`src/rtl/prefix_adder_pipe.sv`:
```
// Pipelined Kogge-Stone adder/subtractor with a valid/ready stream interface.
// Prefix levels are spread across PIPE_STAGES registers; the last stage holds the results.
module prefix_adder_pipe #(
    parameter int unsigned WIDTH       = 32,
    parameter int unsigned PIPE_STAGES = 2
) (
    input  logic             clk,
    input  logic             rst,
    input  logic             in_valid,
    output logic             in_ready,
    input  logic [WIDTH-1:0] a,
    input  logic [WIDTH-1:0] b,
    input  logic             cin,
    input  logic             sub,
    output logic             out_valid,
    input  logic             out_ready,
    output logic [WIDTH-1:0] sum,
    output logic             cout,
    output logic             ovf,
    output logic             zero
);

    localparam int unsigned LVLS = $clog2(WIDTH);
    localparam int unsigned NS   = PIPE_STAGES;

    logic          adv;
    logic [NS-1:0] v;

    // Single global advance: the pipe moves unless a held output is refused.
    assign adv       = ~v[NS-1] | out_ready;
    assign in_ready  = adv;
    assign out_valid = v[NS-1];

    // Operand pre-processing; c0 is folded into bit 0's generate.
    logic [WIDTH-1:0] bx, pre_g, pre_p;
    logic             c0;

    always_comb begin
        bx       = sub ? ~b : b;
        c0       = sub | cin;
        pre_p    = a ^ bx;
        pre_g    = a & bx;
        pre_g[0] = pre_g[0] | (pre_p[0] & c0);
    end

    // Per-stage inputs: stage 0 sees the pre-processed operands, later stages the previous register.
    logic [WIDTH-1:0] cur_g  [NS];
    logic [WIDTH-1:0] cur_pg [NS];
    logic [WIDTH-1:0] cur_p  [NS];
    logic             cur_c0 [NS];

    assign cur_g[0]  = pre_g;
    assign cur_pg[0] = pre_p;
    assign cur_p[0]  = pre_p;
    assign cur_c0[0] = c0;

    always_ff @(posedge clk or posedge rst) begin
        if (rst) begin
            v <= '0;
        end else if (adv) begin
            v[0] <= in_valid;
            for (int k = 1; k < int'(NS); k++) begin
                v[k] <= v[k-1];
            end
        end
    end

    for (genvar k = 0; k < int'(NS); k++) begin : g_stage
        localparam int unsigned LO = (32'(k) * LVLS) / NS;
        localparam int unsigned HI = ((32'(k) + 1) * LVLS) / NS;

        logic [WIDTH-1:0] tg, tp, og, op;

        // Kogge-Stone levels [LO, HI) evaluated in this stage.
        always_comb begin
            tg = cur_g[k];
            tp = cur_pg[k];
            og = tg;
            op = tp;
            for (int l = 0; l < int'(LVLS); l++) begin
                if (l >= int'(LO) && l < int'(HI)) begin
                    og = tg;
                    op = tp;
                    for (int i = (1 << l); i < int'(WIDTH); i++) begin
                        tg[i] = og[i] | (op[i] & og[i - (1 << l)]);
                        tp[i] = op[i] & op[i - (1 << l)];
                    end
                end
            end
        end

        if (k < int'(NS) - 1) begin : g_mid
            logic [WIDTH-1:0] r_g, r_pg, r_p;
            logic             r_c0;

            always_ff @(posedge clk or posedge rst) begin
                if (rst) begin
                    r_g  <= '0;
                    r_pg <= '0;
                    r_p  <= '0;
                    r_c0 <= 1'b0;
                end else if (adv) begin
                    r_g  <= tg;
                    r_pg <= tp;
                    r_p  <= cur_p[k];
                    r_c0 <= cur_c0[k];
                end
            end

            assign cur_g[k+1]  = r_g;
            assign cur_pg[k+1] = r_pg;
            assign cur_p[k+1]  = r_p;
            assign cur_c0[k+1] = r_c0;
        end else begin : g_last
            logic [WIDTH-1:0] carry_vec, sum_c;

            // tg[i] is now the carry out of bit i.
            always_comb begin
                carry_vec = {tg[WIDTH-2:0], cur_c0[k]};
                sum_c     = cur_p[k] ^ carry_vec;
            end

            always_ff @(posedge clk or posedge rst) begin
                if (rst) begin
                    sum  <= '0;
                    cout <= 1'b0;
                    ovf  <= 1'b0;
                    zero <= 1'b0;
                end else if (adv) begin
                    sum  <= sum_c;
                    cout <= tg[WIDTH-1];
                    ovf  <= tg[WIDTH-1] ^ tg[WIDTH-2];
                    zero <= ~|sum_c;
                end
            end
        end
    end

endmodule

```
`config.mk`:
```
export PLATFORM = sky130hd
export DESIGN_NAME = prefix_adder_pipe
export DESIGN_NICKNAME = d
export VERILOG_FILES = /design/src/rtl/prefix_adder_pipe.sv
export SDC_FILE = /design/constraint.sdc
export NUM_CORES = 1
export LEC_CHECK = 0
export BUFFER_PORTS_ARGS = -buffer_cell sky130_fd_sc_hd__buf_2
export CORE_MARGIN = 3
export CORE_UTILIZATION = 41
export DETAILED_ROUTE_END_ITERATION = 16
export GPL_TIMING_DRIVEN = 0
export PLACE_DENSITY_LB_ADDON = 0.25
export RECOVER_POWER = 100
export SYNTH_ARGS = -nofsm -noshare
export SYNTH_HDL_FRONTEND = slang
export SYNTH_SLANG_ARGS = --single-unit
export TNS_END_PERCENT = 30
```
`constraint.sdc`:
```
create_clock -name clk -period 4.3 [get_ports clk]
set_input_delay 0.645 -clock clk [delete_from_list [all_inputs] [get_ports clk]]
set_output_delay 0.645 -clock clk [all_outputs]
set_load 0.05 [all_outputs]
```
After elaboration in Yosys (flattened, before gate mapping)
Cells that the tools add are included.
W data, S select, Z words.

storage, ports and cells
  input port bits = 70
  word-level logic and storage cells = 381
  register bits after elaboration = 134
  bits in writable memories = 0
  ROM bits = 0
  output and inout bits = 37
  memories = 0
  bits in latches = 0

operators by class
  multipliers = 0
  add/subtract/negate cells = 0
  reductions and logical operators = 2
  muxes and demuxes = 1
  shift operators = 0
  bitwise gates (word level) = 369
  order comparisons = 0
  div/mod/pow operators = 0
  equal/unequal tests = 0

operators by type and width
  kind               number
  $and A1 B1 Y1      231
  $or A1 B1 Y1       132
  $xor A32 B32 Y32   2
  $and A32 B32 Y32   1
  $mux W32           1
  $not A32 Y32       1
  $reduce_or A32 Y1  1
  $logic_not A1 Y1   1
  $not A1 Y1         1
  $xor A1 B1 Y1      1

Logic depth before layout (Yosys ltp)
Gate-level depths: netlist (run 1).

  word-level depth = 9
  mapped depth = 11
  mapped depth without buffers = 9

Worst setup path before layout (run 1)
Ideal clock, no wire load.

  kind = in2reg
  from = input sub
  to = register g_stage[0].g_mid.r_g[3]
  stages on the path = 11
  setup time = 0.120 ns
  buffers on the path = 2
  data required time = 4.180 ns
  setup slack = 1.695 ns
  data arrival time = 2.484 ns
  path through = clkbuf_1 buf_1 xor2_1 ha_1 o21ai_0 nand2b_1 a21o_1 a21oi_1 nor2b_1 o21ai_0 nand2_1

between the ends
  longest elaborated chain between the ends = 8
  elaborated cells between the ends (all ways) = 13
  classes of those cells = 1 x mux; 12 x bitwise

ends and longest elaborated chain
  item                    RTL line  source
  start: declaration      14        input logic sub,
  $mux W32                39        bx = sub ? ~b : b;
  $xor A32 B32 Y32        41        pre_p = a ^ bx;
  via g_stage[0].op[0]    72        logic [WIDTH-1:0] tg, tp, og, op;
  $and A1 B1 Y1           43        pre_g[0] = pre_g[0] | (pre_p[0] & c0);
  $or A1 B1 Y1            43
  $and A1 B1 Y1           85        tg[i] = og[i] | (op[i] & og[i - (1 << l)]);
  $or A1 B1 Y1            85
  $and A1 B1 Y1           85
  $or A1 B1 Y1            85
  end signal: assignment  103       r_g <= tg;
  end: declaration        93        logic [WIDTH-1:0] r_g, r_pg, r_p;

The timed path passes the listed nets, and every way through them passes these cells.
A chain may end at the register's enable or synchronous reset.

Worst setup path after layout (run 1)
  from = register v[1]
  to = output in_ready

between the ends
  longest elaborated chain between the ends = 2

ends and longest elaborated chain
  item                              RTL line  source
  start: declaration                27        logic [NS-1:0] v;
  start signal: indexed assignment  63        v[k] <= v[k-1];
  $not A1 Y1                        30        assign adv = ~v[NS-1] | out_ready;
  $or A1 B1 Y1                      30
  end: declaration                  10        output logic in_ready,

No other way between the ends.

==> results of run 1 <==
## path summary, 6_finish.rpt
kind                                    startpoint  endpoint  slack [ps]  cells past startpoint
setup / recovery                              v[1]  in_ready         580                      6
hold / removal                            in_valid      v[0]         440                      3
setup reg to reg           g_stage[0].g_mid.r_g[2]      zero         700                      7
hold reg to reg                               v[0]      v[0]         460                      2
max in group asynchronous                      rst      zero        1930                      2
min in group asynchronous                      rst   sum[14]        1060                      2
## per-stage QoR
| step | setup TNS, ps | instances | setup slack, ps |
|---|---|---|---|
| after global routing | 0 | 1086 | 378 |
| after detailed placement | 0 | 1056 | 980 |
| after global placement | -200630 | 1055 | -1550 |
| after floorplan | 0 | 734 | 186 |
| final | 0 | 1086 | 583 |
| after CTS | 0 | 1086 | 808 |
## tightest hold or removal path, stage by stage
cell                      delay, ps
sky130_fd_sc_hd__buf_2           80
sky130_fd_sc_hd__nand2_1         40
sky130_fd_sc_hd__nand2_1         50
## layout make-up
class | instances | area share (%)
Inverter | 7 | 0.338
Timing Repair Buffer | 106 | 6.22
Clock inverter | 5 | 0.614
Tap cell | 216 | 3.32
Clock buffer | 25 | 6.32
Multi-Input combinational cell | 565 | 41.7
Sequential cell | 130 | 39.9
Buffer | 32 | 1.60
## Yosys cell counts, types with 2 or more instances
| cell | n | area, µm² |
|---|---|---|
| sky130_fd_sc_hd__nand2_1 | 185 | 694 |
| sky130_fd_sc_hd__dfrtp_1 | 130 | 3250 |
| sky130_fd_sc_hd__nor2_1 | 51 | 191 |
| sky130_fd_sc_hd__a21oi_1 | 50 | 250 |
| sky130_fd_sc_hd__xor2_1 | 50 | 438 |
| sky130_fd_sc_hd__o21ai_0 | 34 | 170 |
| sky130_fd_sc_hd__ha_1 | 32 | 400 |
| sky130_fd_sc_hd__clkbuf_1 | 23 | 86.3 |
| sky130_fd_sc_hd__a21o_1 | 20 | 150 |
| sky130_fd_sc_hd__o21a_1 | 18 | 135 |
| sky130_fd_sc_hd__xnor2_1 | 17 | 149 |
| sky130_fd_sc_hd__o211ai_1 | 16 | 120 |
| sky130_fd_sc_hd__nand3_1 | 13 | 65.1 |
| sky130_fd_sc_hd__o31ai_1 | 11 | 82.6 |
| sky130_fd_sc_hd__buf_1 | 8 | 30.0 |
| sky130_fd_sc_hd__a31oi_1 | 6 | 37.5 |
| sky130_fd_sc_hd__inv_1 | 6 | 22.5 |
| sky130_fd_sc_hd__mux2_2 | 6 | 67.6 |
| sky130_fd_sc_hd__a32o_1 | 5 | 50.1 |
| sky130_fd_sc_hd__nor3_1 | 5 | 25.0 |
| sky130_fd_sc_hd__nand4_1 | 4 | 25.0 |
| sky130_fd_sc_hd__nor2b_1 | 4 | 25.0 |
| sky130_fd_sc_hd__nor4_1 | 4 | 25.0 |
| sky130_fd_sc_hd__o21bai_1 | 4 | 30.0 |
| sky130_fd_sc_hd__nand2b_1 | 3 | 18.8 |
| sky130_fd_sc_hd__nand3b_1 | 3 | 22.5 |
| sky130_fd_sc_hd__and3_1 | 2 | 12.5 |
| sky130_fd_sc_hd__nor3b_1 | 2 | 15.0 |
## flip-flops by register name, indices dropped and copies added, names as in the netlist
register / flops
g_stage.g_mid.r_pg: 29
ovf: 1
sum: 32
v: 2
zero: 1
g_stage.g_mid.r_c0: 1
g_stage.g_mid.r_p: 31
cout: 1
g_stage.g_mid.r_g: 32
## layout by cell type, fill, tap and decap left out, drive strengths merged, types with 6 or more instances in the layout
master / instances
a21oi: 51
ha: 32
buf: 72
o21a: 18
clkbuf: 91
nand2: 185
mux2: 6
xnor2: 17
dfrtp: 130
o21ai: 35
nand3: 13
a31oi: 6
nor2: 51
xor2: 50
a21o: 21
o31ai: 11
o211ai: 16
## report_power, final
| part | switching, mW | internal (mW) |
|---|---|---|
| clock | 0.510 | 0.877 |
| combinational | 1.20 | 0.468 |
| sequential | 0.213 | 1.52 |
| total | 1.93 | 2.86 |
## cells by family after synthesis
logic type | after synthesis | share of synthesized area, %
adders and majority gates | 32 | 5.87
buffers and inverters | 39 | 2.29
xor gates and xnor gates | 67 | 8.61
muxes | 6 | 0.991
and+or+nand+nor | 282 | 17.1
AOI/OAI and AO/OA | 178 | 17.4
DFF | 130 | 47.7
## metal layers
metal / track usage (%) / share of wire, %
met1: 32.0 / 46
met2: 34.5 / 45
met3: 5.25 / 6.2
met4: 7.22 / 2.2
met5: 0 / 0
==> results.md, run 1 <==
* Setup repair after global routing missed its margin: no
* Maximum clock insertion buffer count at 2
* Root Buffer Master: sky130_fd_sc_hd__clkbuf_16
* Maximum operating frequency at 269 MHz
* Violations in the final reports: capacitance limit, slew limit
* Post-layout minimum cycle time at 3720 ps
* Count of mapped cells out of synthesis at between 700 and 800
* Crit path max-delay cell type: sky130_fd_sc_hd__clkbuf_1
* Final routed DRC violation total at 0
* Number of endpoints failing setup at the final stage at 0
* Result of the run: complete, but fails checks
* Maximum number of pins on one net before global-route repair at 69
* Starting Density at 42.5%
* GRT Util Overall at 22.6%
* Top flip-flop cell by instance count after synthesis: sky130_fd_sc_hd__dfrtp_1
* Register cell area after layout at approximately 3300 µm²
* Synthesis-to-layout area growth at 19.6%
* Post-Route Hold Slack at ~440 ps
* Core area at between 15000 and 20000 µm²
* Buffers added on ports at 105
* Total chip power at 4.79 mW
* Hold Path Class: in2reg
* Area used by multi-input combinational logic at roughly 3400 µm²
* Router iterations before antenna repair at 5
* Share of flip-flops with an asynchronous set or reset after synthesis at 100%
* CP Data Arrival Time at slightly above 3000 ps
* Final-layout fill cell count at about 1.6k
* CTS HTree Levels at 4
* Vias per std cell at ~5.3
* Routability congestion estimate from global placement at about 0.85
* Final global-route overflow total at 0
* Half-perimeter wire length of the detailed placement result at between 10 and 15 mm
* Number of placement rows at 46
* Req. time, crit path at roughly 3700 ps
* CP top delay family: buffers and inverters
* Worst-path cell chain: nor2b_1 -> clkbuf_1 -> clkinv_1 -> clkbuf_1 -> clkbuf_1 -> clkbuf_1
* Number of hold-slack violations in the final timing report at 0
* Final wirelength at between 15 and 20 mm
* Vertical die dimension at 135 µm
* Maximum fanout along the worst path at 10
* Proportion of synthesized chip area in sequential cells at around 48%
* Highest cell delay on the worst timing path at around 600 ps
* Total buffers and inverters traversed by the critical path at 5
* Hold buffers post-CTS at 0
* Max-slew violation total from the final report at between 60 and 70
* Nets@finish at 961
* Slew headroom at -94.9%
* Post-CTS setup buffer count at 0
* Number of ports placed on the die boundary at approximately 110
* Post-DRT Antenna Nets at 0
* Standby leakage power at 3.84 nW
* Post-route cell area at about 8200 µm²
* CTS tree: done
* Vias in the first global route at 5682
* Mapped Nets at 836
* Mapped cell area at 6820 µm²
* Maximum vdd ir drop at ~300 µV
* Number of distinct library cell variants in the gate-level netlist after synthesis at 50
* Critical path start-end classification: reg2out
* Total of warnings raised by yosys at 0
* First-pass GRT wire length at roughly 31 mm
* Count of inserted antenna diode cells at 0
* Number of buffers added by the clock tree synthesis step at 17
* TritonCTS Sinks at 130
* Number of synthesized flops with an enable pin at 0
* Proportion of layout cells with a drive suffix above 1 at 12.9%
* Post-Syn Area per Cell at 9.29 µm²
* Clock insertion delay at the later pin of the skew report at about 420 ps
* Die ar. at approximately 18000 µm²
* Kind of start point of the critical path: flop
* Category of the worst setup path capture point: output pin
* Post-Route Utilization at approximately half
* Tcrit/Tclk final at a little under 90%
* Horizontal extent of the die at 135 µm
* Initial detailed-routing violation count at between 400 and 500
* Number of antenna violations at the first check in global routing at 0
* Post-synthesis sequential element count at 130
* Cell seen most often among critical-path stages: sky130_fd_sc_hd__clkbuf_1
* Wire per inst at about 18 µm
* Clock slew at the register clock pins of the worst setup and hold paths at roughly 50 ps
* Total power divided by cell area at between 500 and 600 nW/µm²
* Worst clock skew at 11.9 ps
* Area of placed instances at roughly 7600 µm²
* Worst-Margin Slew at 2910 ps
* Number of maximum-capacitance violations at 1
* PostCTS Resize Cnt at 0
* Vias at roughly 5.7k
No activity file was read; power rests on OpenSTA's default activity.
==> run 2, diff against run 1 <==
--- a/config.mk
+++ b/config.mk
@@ -8,10 +8,10 @@
 export BUFFER_PORTS_ARGS = -buffer_cell sky130_fd_sc_hd__buf_2
 export CORE_MARGIN = 3
 export CORE_UTILIZATION = 41
+export CTS_BUF_LIST = sky130_fd_sc_hd__clkbuf_4
 export DETAILED_ROUTE_END_ITERATION = 16
 export GPL_TIMING_DRIVEN = 0
 export PLACE_DENSITY_LB_ADDON = 0.25
-export RECOVER_POWER = 100
 export SYNTH_ARGS = -nofsm -noshare
 export SYNTH_HDL_FRONTEND = slang
 export SYNTH_SLANG_ARGS = --single-unit
==> run 2 against run 1 <==
The run now ends clean. Sequential share of layout area is 1.5 points higher. Via count down 0.61%. Die area stayed put. Clock power is 49% lower. Sequential cell count stayed put. Non-clock buffer count did not move. First-iteration DRC count fell by 8.4%.
==> results.md, run 2 (synthesis gave the netlist of run 1 again) <==
* Result of the run: completed
* Final global-route overflow total at 0
* Clock insertion delay at the later pin of the skew report at roughly 540 ps
* Vias in the first global route at ~5.7k
* CTS tree: done
* Standby leakage power at between 3 and 4 nW
* Placed cell count at 1056
* CP Data Arrival Time at approximately 3000 ps
* Router iterations before antenna repair at 5
* Kind of start point of the critical path: flop
* Post-layout minimum cycle time at about 3600 ps
* Maximum operating frequency at between 200 and 300 MHz
* Number of antenna violations at the first check in global routing at 0
* Number of hold-slack violations in the final timing report at 0
* Horizontal extent of the die at 135 µm
* Buffers added on ports at approximately 110
* Max-slew violation total from the final report at 0
* Critical path start-end classification: reg2out
* Switching fraction of total power at between 40 and 50%
* Relative contribution of the clock network to total power at between 10% and 20%
* Most common cell after layout, fill and taps aside: sky130_fd_sc_hd__nand2_1
* Number of placement rows at 46
* PostCTS Resize Cnt at 0
* Slew headroom at 38.8%
* Category of the worst setup path capture point: output pin
* Vias at between 5k and 6k
* Worst-Margin Slew at 918 ps
* Final routed DRC violation total at 0
* Vias per std cell at 5.23
* Req. time, crit path at between 3000 and 4000 ps
* Die ar. at approximately 18000 µm²
* Number of buffers added by the clock tree synthesis step at 17
* Total power divided by cell area at between 500 and 600 nW/µm²
* Half-perimeter wire length of the detailed placement result at around 15 mm
* PnR worst setup slack at just under 700 ps
* CTS HTree Levels at 4
* GRT Util Overall at 22.4%
* Number of endpoints failing setup at the final stage at 0
* Worst clock skew at 20.1 ps
* Cell-internal power at about 2.3 mW
* Proportion of layout cells with a drive suffix above 1 at 16.9%
* Synthesis-to-layout area growth at 15.3%
* Share of total power in sequential cells at approximately two fifths
* Non-filler instance count after layout at ~1.1k
* Tcrit/Tclk final at 84.1%
* Combinational power share at around 41%
* Setup repair after global routing missed its margin: no
* Nets@finish at 961
* Sw power at ~1.8 mW
* Hold buffers post-CTS at 0
* Final wirelength at slightly below 20 mm
* Root Buffer Master: sky130_fd_sc_hd__clkbuf_4
* Routability congestion estimate from global placement at approximately 0.85
* Worst setup slack after placement at just under 1000 ps
* Biggest registers after layout: g_stage.g_mid.r_g (32), sum (32), g_stage.g_mid.r_p (31)
* Hold Path Class: in2async
* Final-layout fill cell count at 1590
* Initial detailed-routing violation count at approximately 400
* Post-DRT Antenna Nets at 0
* Count of inserted antenna diode cells at 0
* Post-CTS setup buffer count at 0
* Core area at approximately 16000 µm²
* Vertical die dimension at about 130 µm
* Number of ports placed on the die boundary at 107
* Post-Route Hold Slack at 185 ps
* Maximum clock insertion buffer count at 2
* Number of maximum-capacitance violations at 0
* Wire per inst at 18.2 µm
* Maximum vdd ir drop at around 230 µV
* First-pass GRT wire length at around 31 mm
* Clock slew at the register clock pins of the worst setup and hold paths at around 100 ps
* Starting Density at between 40% and 50%
* Maximum number of pins on one net before global-route repair at ~70
* Commonest non-fill, non-tap cells in the layout: sky130_fd_sc_hd__nand2_1 (185), sky130_fd_sc_hd__dfrtp_1 (130), sky130_fd_sc_hd__buf_2 (105), sky130_fd_sc_hd__nor2_1 (51)
* Maximum fanout along the worst path at 10
* TritonCTS Sinks at 130
* Post-Route Utilization at approximately half
-- run 2: changes by cell type in the layout (fill, tap and decap cells not counted), sizes merged --
cell	previous run	this run
clkbuf	91	43
buf	72	114
clkinv	5	11
clkinvlp	1	0
inv	5	6
-- run 2: critical path: stages (launching register included) --
cell	delay, ps
sky130_fd_sc_hd__dfrtp_1	390
sky130_fd_sc_hd__nor2b_1	140
sky130_fd_sc_hd__clkbuf_1	250
sky130_fd_sc_hd__clkinv_1	170
sky130_fd_sc_hd__clkbuf_1	530
sky130_fd_sc_hd__buf_1	560
sky130_fd_sc_hd__buf_2	380
-- run 2: power by group through the flow --
stage / sequential [mW] / clock, mW / combinational [mW]
2_1_floorplan: 2.20 / 0 / 0.757
3_3_place_gp: 1.74 / 0 / 1.70
6_report: 1.72 / 0.712 / 1.72
4_1_cts: 1.72 / 0.724 / 1.72
5_1_grt: 1.76 / 0.779 / 1.86
3_5_place_dp: 1.75 / 0 / 1.72
-- run 2: stage by stage --
| step | area [µm²] | TNS [ps] | power [mW] |
|---|---|---|---|
| detailed placement | 7650 | 0 | 3.46 |
| global placement | 7610 | -200630 | 3.44 |
| floorplan | 6820 | 0 | 2.96 |
| CTS | 7860 | 0 | 4.17 |
| global route | 7860 | 0 | 4.40 |
| finish | 7860 | 0 | 4.15 |
-- run 2: layout make-up --
type / count / area [µm²] / area share, %
Inverter: 7 / 31.3 / 0.398
Tap cell: 216 / 270 / 3.44
Timing Repair Buffer: 106 / 553 / 7.03
Buffer: 32 / 130 / 1.66
Clock buffer: 19 / 143 / 1.81
Sequential cell: 130 / 3250 / 41.4
Clock inverter: 11 / 72.6 / 0.923
Multi-Input combinational cell: 565 / 3410 / 43.4
-- run 2: path summary, 6_finish.rpt --
path | slack (ps) | end | start | cells past startpoint
worst max-delay path | 680 | in_ready | v[1] | 6
worst max register to register | 1280 | zero | g_stage[0].g_mid.r_g[2] | 7
worst min register to register | 470 | v[0] | v[0] | 2
min in group clk | 320 | v[0] | in_valid | 3
worst min-delay path | 180 | sum[20] | rst | 2
max in group asynchronous | 3360 | v[0] | rst | 3
-- run 2: layer usage --
| layer | vias up | track usage, % | share of wire, % |
|---|---|---|---|
| li1 | 2790 | - | - |
| met5 | - | 0 | 0 |
| met2 | 172 | 35.5 | 46 |
| met3 | 30 | 5.25 | 6.3 |
| met1 | 2691 | 31.5 | 46 |
| met4 | 0 | 5.15 | 1.6 |
